**src/rtl/edsac_ctl_pkg.sv**
```systemverilog
// Shared timing constants and types for the EDSAC serial order-control stages.
package edsac_ctl_pkg;

  localparam int DIGITS_PER_MINOR = 18;
  localparam int FUNC_LSB         = 12;
  localparam int FUNC_WIDTH       = 5;

  localparam logic [4:0] DIGIT_LAST = 5'(DIGITS_PER_MINOR - 1);
  localparam logic [4:0] FUNC_FIRST = 5'(FUNC_LSB);
  localparam logic [4:0] FUNC_LAST  = 5'(FUNC_LSB + FUNC_WIDTH - 1);

  typedef logic [FUNC_WIDTH-1:0] func_t;

  typedef enum logic [1:0] {
    ST_IDLE    = 2'd0,
    ST_CAPTURE = 2'd1,
    ST_COMMIT  = 2'd2
  } ofr_state_t;

endpackage

```
**src/rtl/edsac_digit_counter.sv**
```systemverilog
// Strobe-qualified mod-18 digit counter with minor_start resync and framing check.
module edsac_digit_counter
  import edsac_ctl_pkg::*;
(
  input  logic       clk,
  input  logic       rst,
  input  logic       i_strobe,
  input  logic       i_minor_start,
  output logic [4:0] o_digit,
  output logic       o_frame_evt,
  output logic       o_frame_err
);

  logic [4:0] r_count;
  logic       r_synced;
  logic       r_frame_err;
  logic       w_at_last;

  assign w_at_last = (r_count == DIGIT_LAST);

  // o_digit is the position of the digit being strobed right now, not the previous one.
  assign o_digit     = (i_minor_start || w_at_last) ? 5'd0 : r_count + 5'd1;
  // Until the first minor_start since reset, misalignment is not an error.
  assign o_frame_evt = i_strobe && r_synced && (i_minor_start ? !w_at_last : w_at_last);
  assign o_frame_err = r_frame_err;

  always_ff @(posedge clk or posedge rst) begin
    if (rst) begin
      r_count     <= 5'd0;
      r_synced    <= 1'b0;
      r_frame_err <= 1'b0;
    end else if (i_strobe) begin
      r_count <= o_digit;
      if (i_minor_start) r_synced <= 1'b1;
      if (o_frame_evt) r_frame_err <= 1'b1;
    end
  end

endmodule

```
**src/rtl/order_function_register.sv**
```systemverilog
// Captures the serial 5-bit function field of an order and holds it as registered pos/neg rails.
module order_function_register
  import edsac_ctl_pkg::*;
(
  input  logic       clk,
  input  logic       rst,
  input  logic       digit_strobe,
  input  logic       minor_start,
  input  logic       order_bit,
  input  logic       transfer_en,
  input  logic       clear,
  output logic       f11_pos,
  output logic       f12_pos,
  output logic       f13_pos,
  output logic       f14_pos,
  output logic       f15_pos,
  output logic       f11_neg,
  output logic       f12_neg,
  output logic       f13_neg,
  output logic       f14_neg,
  output logic       f15_neg,
  output logic       o_dy_2,
  output logic       order_valid,
  output logic       frame_err,
  output logic [1:0] o_dbg_state
);

  ofr_state_t r_state;
  func_t      r_shift;
  func_t      r_held;
  func_t      r_held_n;
  logic       r_dy_2;
  logic [4:0] w_digit;
  logic       w_frame_evt;
  logic       w_in_window;
  logic       w_start;

  edsac_digit_counter u_counter (
    .clk          (clk),
    .rst          (rst),
    .i_strobe     (digit_strobe),
    .i_minor_start(minor_start),
    .o_digit      (w_digit),
    .o_frame_evt  (w_frame_evt),
    .o_frame_err  (frame_err)
  );

  assign w_in_window = (w_digit >= FUNC_FIRST) && (w_digit <= FUNC_LAST);
  assign w_start     = digit_strobe && minor_start && transfer_en && !w_frame_evt;

  // order_valid: one-clk pulse in the COMMIT clk, no back-pressure; the new held
  // value is visible on the rails from the following clk. clear in that clk cancels it.
  assign order_valid = (r_state == ST_COMMIT) && !clear;

  always_ff @(posedge clk or posedge rst) begin
    if (rst) begin
      r_state  <= ST_IDLE;
      r_shift  <= '0;
      r_held   <= '0;
      r_held_n <= '1;
      r_dy_2   <= 1'b0;
    end else if (clear) begin
      r_state  <= ST_IDLE;
      r_shift  <= '0;
      r_held   <= '0;
      r_held_n <= '1;
      r_dy_2   <= 1'b0;
    end else begin
      case (r_state)
        ST_IDLE: begin
          if (w_start) begin
            r_state <= ST_CAPTURE;
            r_shift <= '0;
          end
        end
        ST_CAPTURE: begin
          if (digit_strobe) begin
            if (w_frame_evt || !transfer_en) begin
              r_state <= ST_IDLE;
            end else begin
              if (w_in_window) r_shift <= {order_bit, r_shift[FUNC_WIDTH-1:1]};
              if (w_digit == DIGIT_LAST) r_state <= ST_COMMIT;
            end
          end
        end
        ST_COMMIT: begin
          r_held   <= r_shift;
          r_held_n <= ~r_shift;
          r_dy_2   <= 1'b1;
          // A minor cycle may begin in the very clk of the commit.
          if (w_start) begin
            r_state <= ST_CAPTURE;
            r_shift <= '0;
          end else begin
            r_state <= ST_IDLE;
          end
        end
        default: r_state <= ST_IDLE;
      endcase
    end
  end

  assign {f15_pos, f14_pos, f13_pos, f12_pos, f11_pos} = r_held;
  assign {f15_neg, f14_neg, f13_neg, f12_neg, f11_neg} = r_held_n;
  assign o_dy_2      = r_dy_2;
  assign o_dbg_state = r_state;

endmodule
```
**config.mk**
```make
export PLATFORM = sky130hd
export DESIGN_NAME = order_function_register
export DESIGN_NICKNAME = d
export VERILOG_FILES = /design/src/rtl/edsac_ctl_pkg.sv /design/src/rtl/edsac_digit_counter.sv /design/src/rtl/order_function_register.sv
export SDC_FILE = /design/constraint.sdc
export NUM_CORES = 1
export LEC_CHECK = 0
export CAP_MARGIN = 20
export CORE_MARGIN = 2
export CORE_UTILIZATION = 39
export CTS_CLUSTER_SIZE = 25
export DETAILED_ROUTE_END_ITERATION = 10
export GPL_ROUTABILITY_DRIVEN = 0
export PLACE_DENSITY = 0.64
export SYNTH_ARGS = -nofsm -noshare
export SYNTH_HDL_FRONTEND = slang
export SYNTH_SLANG_ARGS = --single-unit
```
**constraint.sdc**
```tcl
create_clock -name clk -period 2.4 [get_ports clk]
set_clock_uncertainty 0.05 [all_clocks]
set_input_delay 0.6 -clock clk [delete_from_list [all_inputs] [get_ports clk]]
set_output_delay 0.6 -clock clk [all_outputs]
set_load 0.005 [all_outputs]
```
==> flow_metrics.py <==
metrics = {
    "synthesis": {
        "synth_top_area_frac": 0.3933,
        "yosys_warnings": 0,
        "synth_edf_count": 0,
        "syn_avg_cell_area_um2": 9.640,
        "synth_cell_types": 30,
        "yosys.area.top_type": "dfrtp_1",
        "syn-cell-area_um2": 1272,
        "ys_seq_elements": 25,
        "synth_nets": 142,
        "synth_area_leaders": "dfrtp_1, dfstp_2, nand2_1",
        "async_flop_share": 1.000,
        "seq_area_frac_synth": 0.4966,
        "synth_common_cells": "nand2_1, dfrtp_1, nor2_1",
        "synth-main-ff-cell": "dfrtp_1",
        "synth_cells": 132,
        "synth.most_common_cell": "nand2_1",
    },
    "sta": {
        "drv_slew": 0,
        "tightestPinTransition_ns": 0.5878,
        "rsz0062_at_grt": "no",
        "setup_viol": 0,
        "slew_headroom": 0.6073,
        "fin_crit_ns": 2.276,
        "fin_crit_sh": 0.9484,
        "postLayoutSetupSlackWorst_ns": 0.1239,
        "final_hold_viol_count": 0,
        "fmax_ghz": 0.4394,
    },
    "setup_path": {
        "r2r-end": "r_shift[4]",
        "regToRegSetupSlack_ns": 0.19,
        "reg2regPathDepth": 9,
        "slowest_delay_ns": 0.50,
        "cp.arrival_ns": 1.63,
        "critPathSlowestCell": "clkdlybuf4s50_1",
        "worst_setup_path_end_kind": "primary output",
        "path_class": "input pin to primary output",
        "critPathMostFrequentCell": "clkdlybuf4s50_1",
        "worst-path-max-fanout": 2,
        "crit_path_cell_trace": "clkdlybuf4s50_1, nor2_1, clkdlybuf4s50_1",
        "start_kind": "input pin",
        "worstPathRequired_ns": 1.75,
        "r2r-start": "u_counter.r_count[0]",
        "cp_top_family": "buffers and inverters",
        "crit_buf_inv": 2,
        "cp-startpoint": "clear",
    },
    "routing": {
        "post_drt_wl_per_cell_um": 12.52,
        "vias": 1047,
        "ant_nets": 0,
        "route.met2.wl_mm": 1.234,
        "drc": 0,
        "highest_layer": "met4",
        "first_iter_violations": 34,
        "firstDrtPassIters": 4,
        "route.met3.wl_um": 66,
        "detail_route.vias_per_cell": 4.986,
        "met1_length_mm": 1.313,
        "wirelength_mm": 2.630,
    },
    "placement": {
        "dp_slack_ns": -0.1995,
        "dp.cells": 205,
        "place_area_um2": 1613,
        "port-buffer-count": 21,
        "dpl.hpwl_mm": 1.950,
    },
    "final_layout": {
        "finalInstanceArea_um2": 1648,
        "diodes": 0,
        "layout.cells.non_filler": 210,
        "drive_above_1_share": 0.1747,
        "nets": 177,
        "areaGrowthSynthToFinish_pct": 29.50,
    },
    "power": {
        "p_leak_nw": 0.6875,
        "p_total_mw": 0.7475,
        "sw_frac_of_total": 0.2653,
        "intPower_mw": 0.5491,
        "seq_power_share": 0.592,
        "p_clk_frac": 0.253,
        "switching_power_mw": 0.1983,
        "power_density_nw_per_um2": 453.6,
        "ir_drop_mv": 0.1824,
        "power_frac_comb": 0.155,
    },
    "die": {
        "die_h_um": 61.12,
        "core_area_um2": 3078,
        "dieWidth_um": 61.12,
        "io_pins": 22,
        "num_rows": 20,
        "dieArea_um2": 3736,
        "initial_core_util": 0.4134,
    },
    "global_routing": {
        "grt_max_degree": 26,
        "grt_pass1_wl_mm": 4.278,
        "grt_pass1_vias": 956,
        "gr-usage-all-layers": 0.1519,
        "antenna_found_initial": 0,
        "overflow": 0,
    },
    "clocking": {
        "insertion_delay_ns": 0.32,
        "numCtsBuffers": 3,
        "cts_hold_buf": 0,
        "cts_tree": "yes",
        "clockBufferDepth": 2,
        "cts-root-buf": "clkbuf_4",
        "h-tree-depth": 1,
        "cts_sinks": 25,
        "cts_resized": 0,
        "path_clk_slew_ns": 0.14,
        "post_cts_buffers": 0,
    },
    "job": {
        "maxCapViolCount": 0,
    },
    "hold_path": {
        "min_to": "u_counter.o_frame_err",
        "worstHoldStart": "u_counter.o_frame_err",
        "hold_class": "flop to flop",
        "hold_depth": 1,
    },
    "status": {
        "status": "finished, final reports clean",
    },
}
-- worst max path at each step --
stage	endpoint	slack (ns)	cells past startpoint
3_3_place_gp	r_shift[0]	-0.15	9
4_1_cts	order_valid	0.11	3
6_report	order_valid	0.12	3
2_1_floorplan	r_shift[0]	0.26	8
5_1_grt	r_shift[4]	0.04	9
3_5_place_dp	r_shift[4]	-0.20	9
-- logic make-up after synthesis --
kind of cell | Yosys count | share of synthesized area
AND/OR/NAND/NOR | 57 | 0.2124
AO/OA/AOI/OAI | 26 | 0.1593
flip-flops | 25 | 0.4966
buffers and inverters | 13 | 0.03834
multiplexers | 7 | 0.05703
adder cells (fa/ha/maj) | 3 | 0.02950
XOR/XNOR | 1 | 0.006884
-- layout by cell type, fill, tap and decap left out, types with 2 or more instances in the layout --
master and n:
nand2_1 24, clkdlybuf4s50_1 21, dfrtp_1 20, buf_4 13, nor2_1 10, nand2b_1 9, inv_1 9, a21oi_1 8
nand3_1 6, o21ai_0 5, mux2i_1 5, dfstp_2 5, nor2b_1 3, a211o_1 3, ha_1 3, clkbuf_4 3
mux2_2 2, a21o_1 2
-- power by group through the flow --
stage | sequential, mW | combinational [mW] | clock, mW
floorplan | 0.447 | 0.0693 | 0
global placement | 0.451 | 0.108 | 0
detailed placement | 0.451 | 0.110 | 0
CTS | 0.443 | 0.111 | 0.197
global route | 0.444 | 0.128 | 0.214
finish | 0.442 | 0.116 | 0.189
-- registers in the layout, indices dropped and copies added (netlist names) --
name	flops
o_dy_2	1
r_held_n	5
u_counter.o_frame_err	1
r_held	5
u_counter.r_synced	1
r_shift	5
o_dbg_state	2
u_counter.r_count	5
-- routing by layer --
| metal | up-vias | global-route usage |
|---|---|---|
| met4 | 0 | 0.04658 |
| met3 | 2 | 0.01891 |
| met5 | - | 0 |
| li1 | 522 | - |
| met1 | 509 | 0.2128 |
| met2 | 14 | 0.2462 |
-- through the flow --
stage	utilization	hold slack, ns	TNS, ns
detailed placement	0.5240	0.4063	-0.9486
floorplan	-	0.3997	0
finish	0.5354	0.4385	0
global route	0.5354	0.4800	0
CTS	0.5329	0.4444	0
global placement	0.5240	0.4025	-0.7193
-- area by class of cell --
cell class | instances | area, um^2
fill | 300 | 1430
sequential | 25 | 631.9
multi-input combinational | 94 | 591.8
timing repair buffer | 34 | 307.8
tap | 44 | 55.05
inverter | 9 | 33.78
clock buffer | 3 | 22.52
clock inverter | 1 | 5.005
-- worst register-to-register path: stages (launching register included) --
cell     delay (ns)
dfrtp_1        0.48
ha_1           0.18
nand3_1        0.08
ha_1           0.30
nand2_1        0.08
a41oi_2        0.21
o41ai_1        0.11
o32ai_2        0.33
a31oi_4        0.11
mux2i_1        0.16
No activity file was read; power rests on OpenSTA's default activity.
==> edit (config.mk and constraints unchanged) <==
Reset style: synchronous (`rst`), changed in 2 clocked blocks.
--- a/src/rtl/edsac_digit_counter.sv
+++ b/src/rtl/edsac_digit_counter.sv
@@ -26,3 +26,3 @@
 
-  always_ff @(posedge clk or posedge rst) begin
+  always_ff @(posedge clk) begin
     if (rst) begin
--- a/src/rtl/order_function_register.sv
+++ b/src/rtl/order_function_register.sv
@@ -54,3 +54,3 @@
 
-  always_ff @(posedge clk or posedge rst) begin
+  always_ff @(posedge clk) begin
     if (rst) begin
Function: differs if rst is asserted again (counterexample within 4 cycles, from zero or initial values and one cycle with rst high); with rst held inactive, the same outputs for 10 cycles.
==> edit against the unedited design <==
  * Wire length fell by 4.8%
  * Setup slack got worse by 0.024 ns
  * Sequential cell count did not move
  * Critical path type unchanged
  * Area after synthesis fell by 8.8%
  * Total power fell by 10%
  * Design area fell by 10%
  * Highest routed layer unchanged
  * Die area fell by 8.3%
  * Sequential share of layout area fell by 4.6 points
==> edit: results (changes against the unedited design) <==
- Wire length of the first global-routing pass: 4429 um (+3.5%)
- Synth async-reset ratio: 0% (-100 points)
- Overall routing resource usage: 16.64% (+1.5 points)
- Total wirelength of the detailed-routed design: 2503 um (-4.8%)
- Synth cell count leaders: sky130_fd_sc_hd__nand2_1 (26), sky130_fd_sc_hd__dfxtp_1 (25), sky130_fd_sc_hd__nor2_1 (14)
- Routed met2 length: 1266 um (+2.6%)
- Critical hold path startpoint: r_held[4]$_SDFFE_PP0P_
- Reg-to-reg setup timing slack: 0.23 ns (+0.04 ns)
- Leading cell types by total area after synthesis: sky130_fd_sc_hd__dfxtp_1 (43%), sky130_fd_sc_hd__nand2_1 (8.4%), sky130_fd_sc_hd__mux2i_1 (5.2%), sky130_fd_sc_hd__nor2_1 (4.5%), sky130_fd_sc_hd__a21oi_1 (4.3%)
- M1 wire length: 1133 um (-14%)
- Via/cell ratio: 5.192 (+4.1%)
- Syn_nets: 149 (+4.9%)
- Post-Place Setup Slack: -0.3803 ns (-0.1807 ns)
- Layout cells sized above 1: 14.37% (-3.1 points)
- Actual transition at the worst max-transition pin: 0.6392 ns (+0.05142 ns)
- Run status: finished clean
- Depth of the most critical reg-to-reg path: 8 (-1)
- Met3 WL: 93 um (+41%)
- Startpoint of the worst register-to-register path: u_counter.r_count[0]$_SDFFE_PP0P_
- Iteration-0 DRC count of the detailed router: 43 (+26%)
- Worst-case hold path end point: r_held[4]$_SDFFE_PP0P_
- Post-synthesis share of cell area spent on full adders, half adders and majority gates: 3.236% (+0.29 points)
- Worst hold path depth: 2 (+1)
- Worst-path fanout max: 3 (+1)
- Count of unique library cells instantiated by Yosys: 33 (+10%)
- Capture point of the worst reg-to-reg path: r_shift[2]$_SDFFE_PP0P_
- Met3 layer usage reported by global route: 2.857% (+0.97 points)
- Number of nets in the layout: 178 (+0.56%)
- Sequential-to-total area share from yosys stat: 43.15% (-6.5 points)
[edit: cell count changes after synthesis, sizes merged, moves of 3 or more]
cell and delta:
dfrtp -20, nor2 +3, dfxtp +25, dfstp -5, o21ai +3, nand2b -5
a211o -3, inv -6, nor3 +3, nand3 +4
[edit: layout make-up]
cell class | instances | area, um2 | area share (%)
clock buffer | 3 | 22.52 | 1.519
clock inverter | 1 | 5.005 | 0.3376
inverter | 3 | 11.26 | 0.7595
multi-input combinational | 104 | 619.3 | 41.77
sequential | 25 | 500.5 | 33.76
tap | 31 | 38.79 | 2.616
timing repair buffer | 31 | 285.3 | 19.24
[edit: worst max-delay path by stage]
| stage | start | to | slack, ns | cells past startpoint |
|---|---|---|---|---|
| 2_1_floorplan | u_counter.r_count[0]$_SDFFE_PP0P_ | r_shift[0]$_SDFFE_PP0P_ | 0.31 | 8 |
| 3_3_place_gp | minor_start | r_shift[2]$_SDFFE_PP0P_ | -0.16 | 8 |
| 3_5_place_dp | minor_start | r_shift[4]$_SDFFE_PP0P_ | -0.38 | 8 |
| 4_1_cts | minor_start | r_shift[2]$_SDFFE_PP0P_ | 0.03 | 8 |
| 5_1_grt | minor_start | r_shift[4]$_SDFFE_PP0P_ | -0.02 | 8 |
| 6_report | clear | order_valid | 0.1 | 3 |
[edit: what timing repair did]
action,in CTS,in global routing
hold endpoints to repair,0,0
pin swaps,0,3
resized for setup,1,2
setup endpoints to repair,5,6
[edit: metrics by stage]
step                      cells  area, um2  utilization (%)  total power [mW]  hold slack [ns]
after detailed placement    194       1449            52.09            0.4910           0.3975
after CTS                   198       1476            53.08            0.6760           0.4164
after global placement      194       1449            52.09            0.4892           0.3927
after floorplan             139       1160                -            0.4614           0.3850
after global routing        198       1483            53.31            0.7020           0.4509
final                       198       1483            53.31            0.6708           0.4151
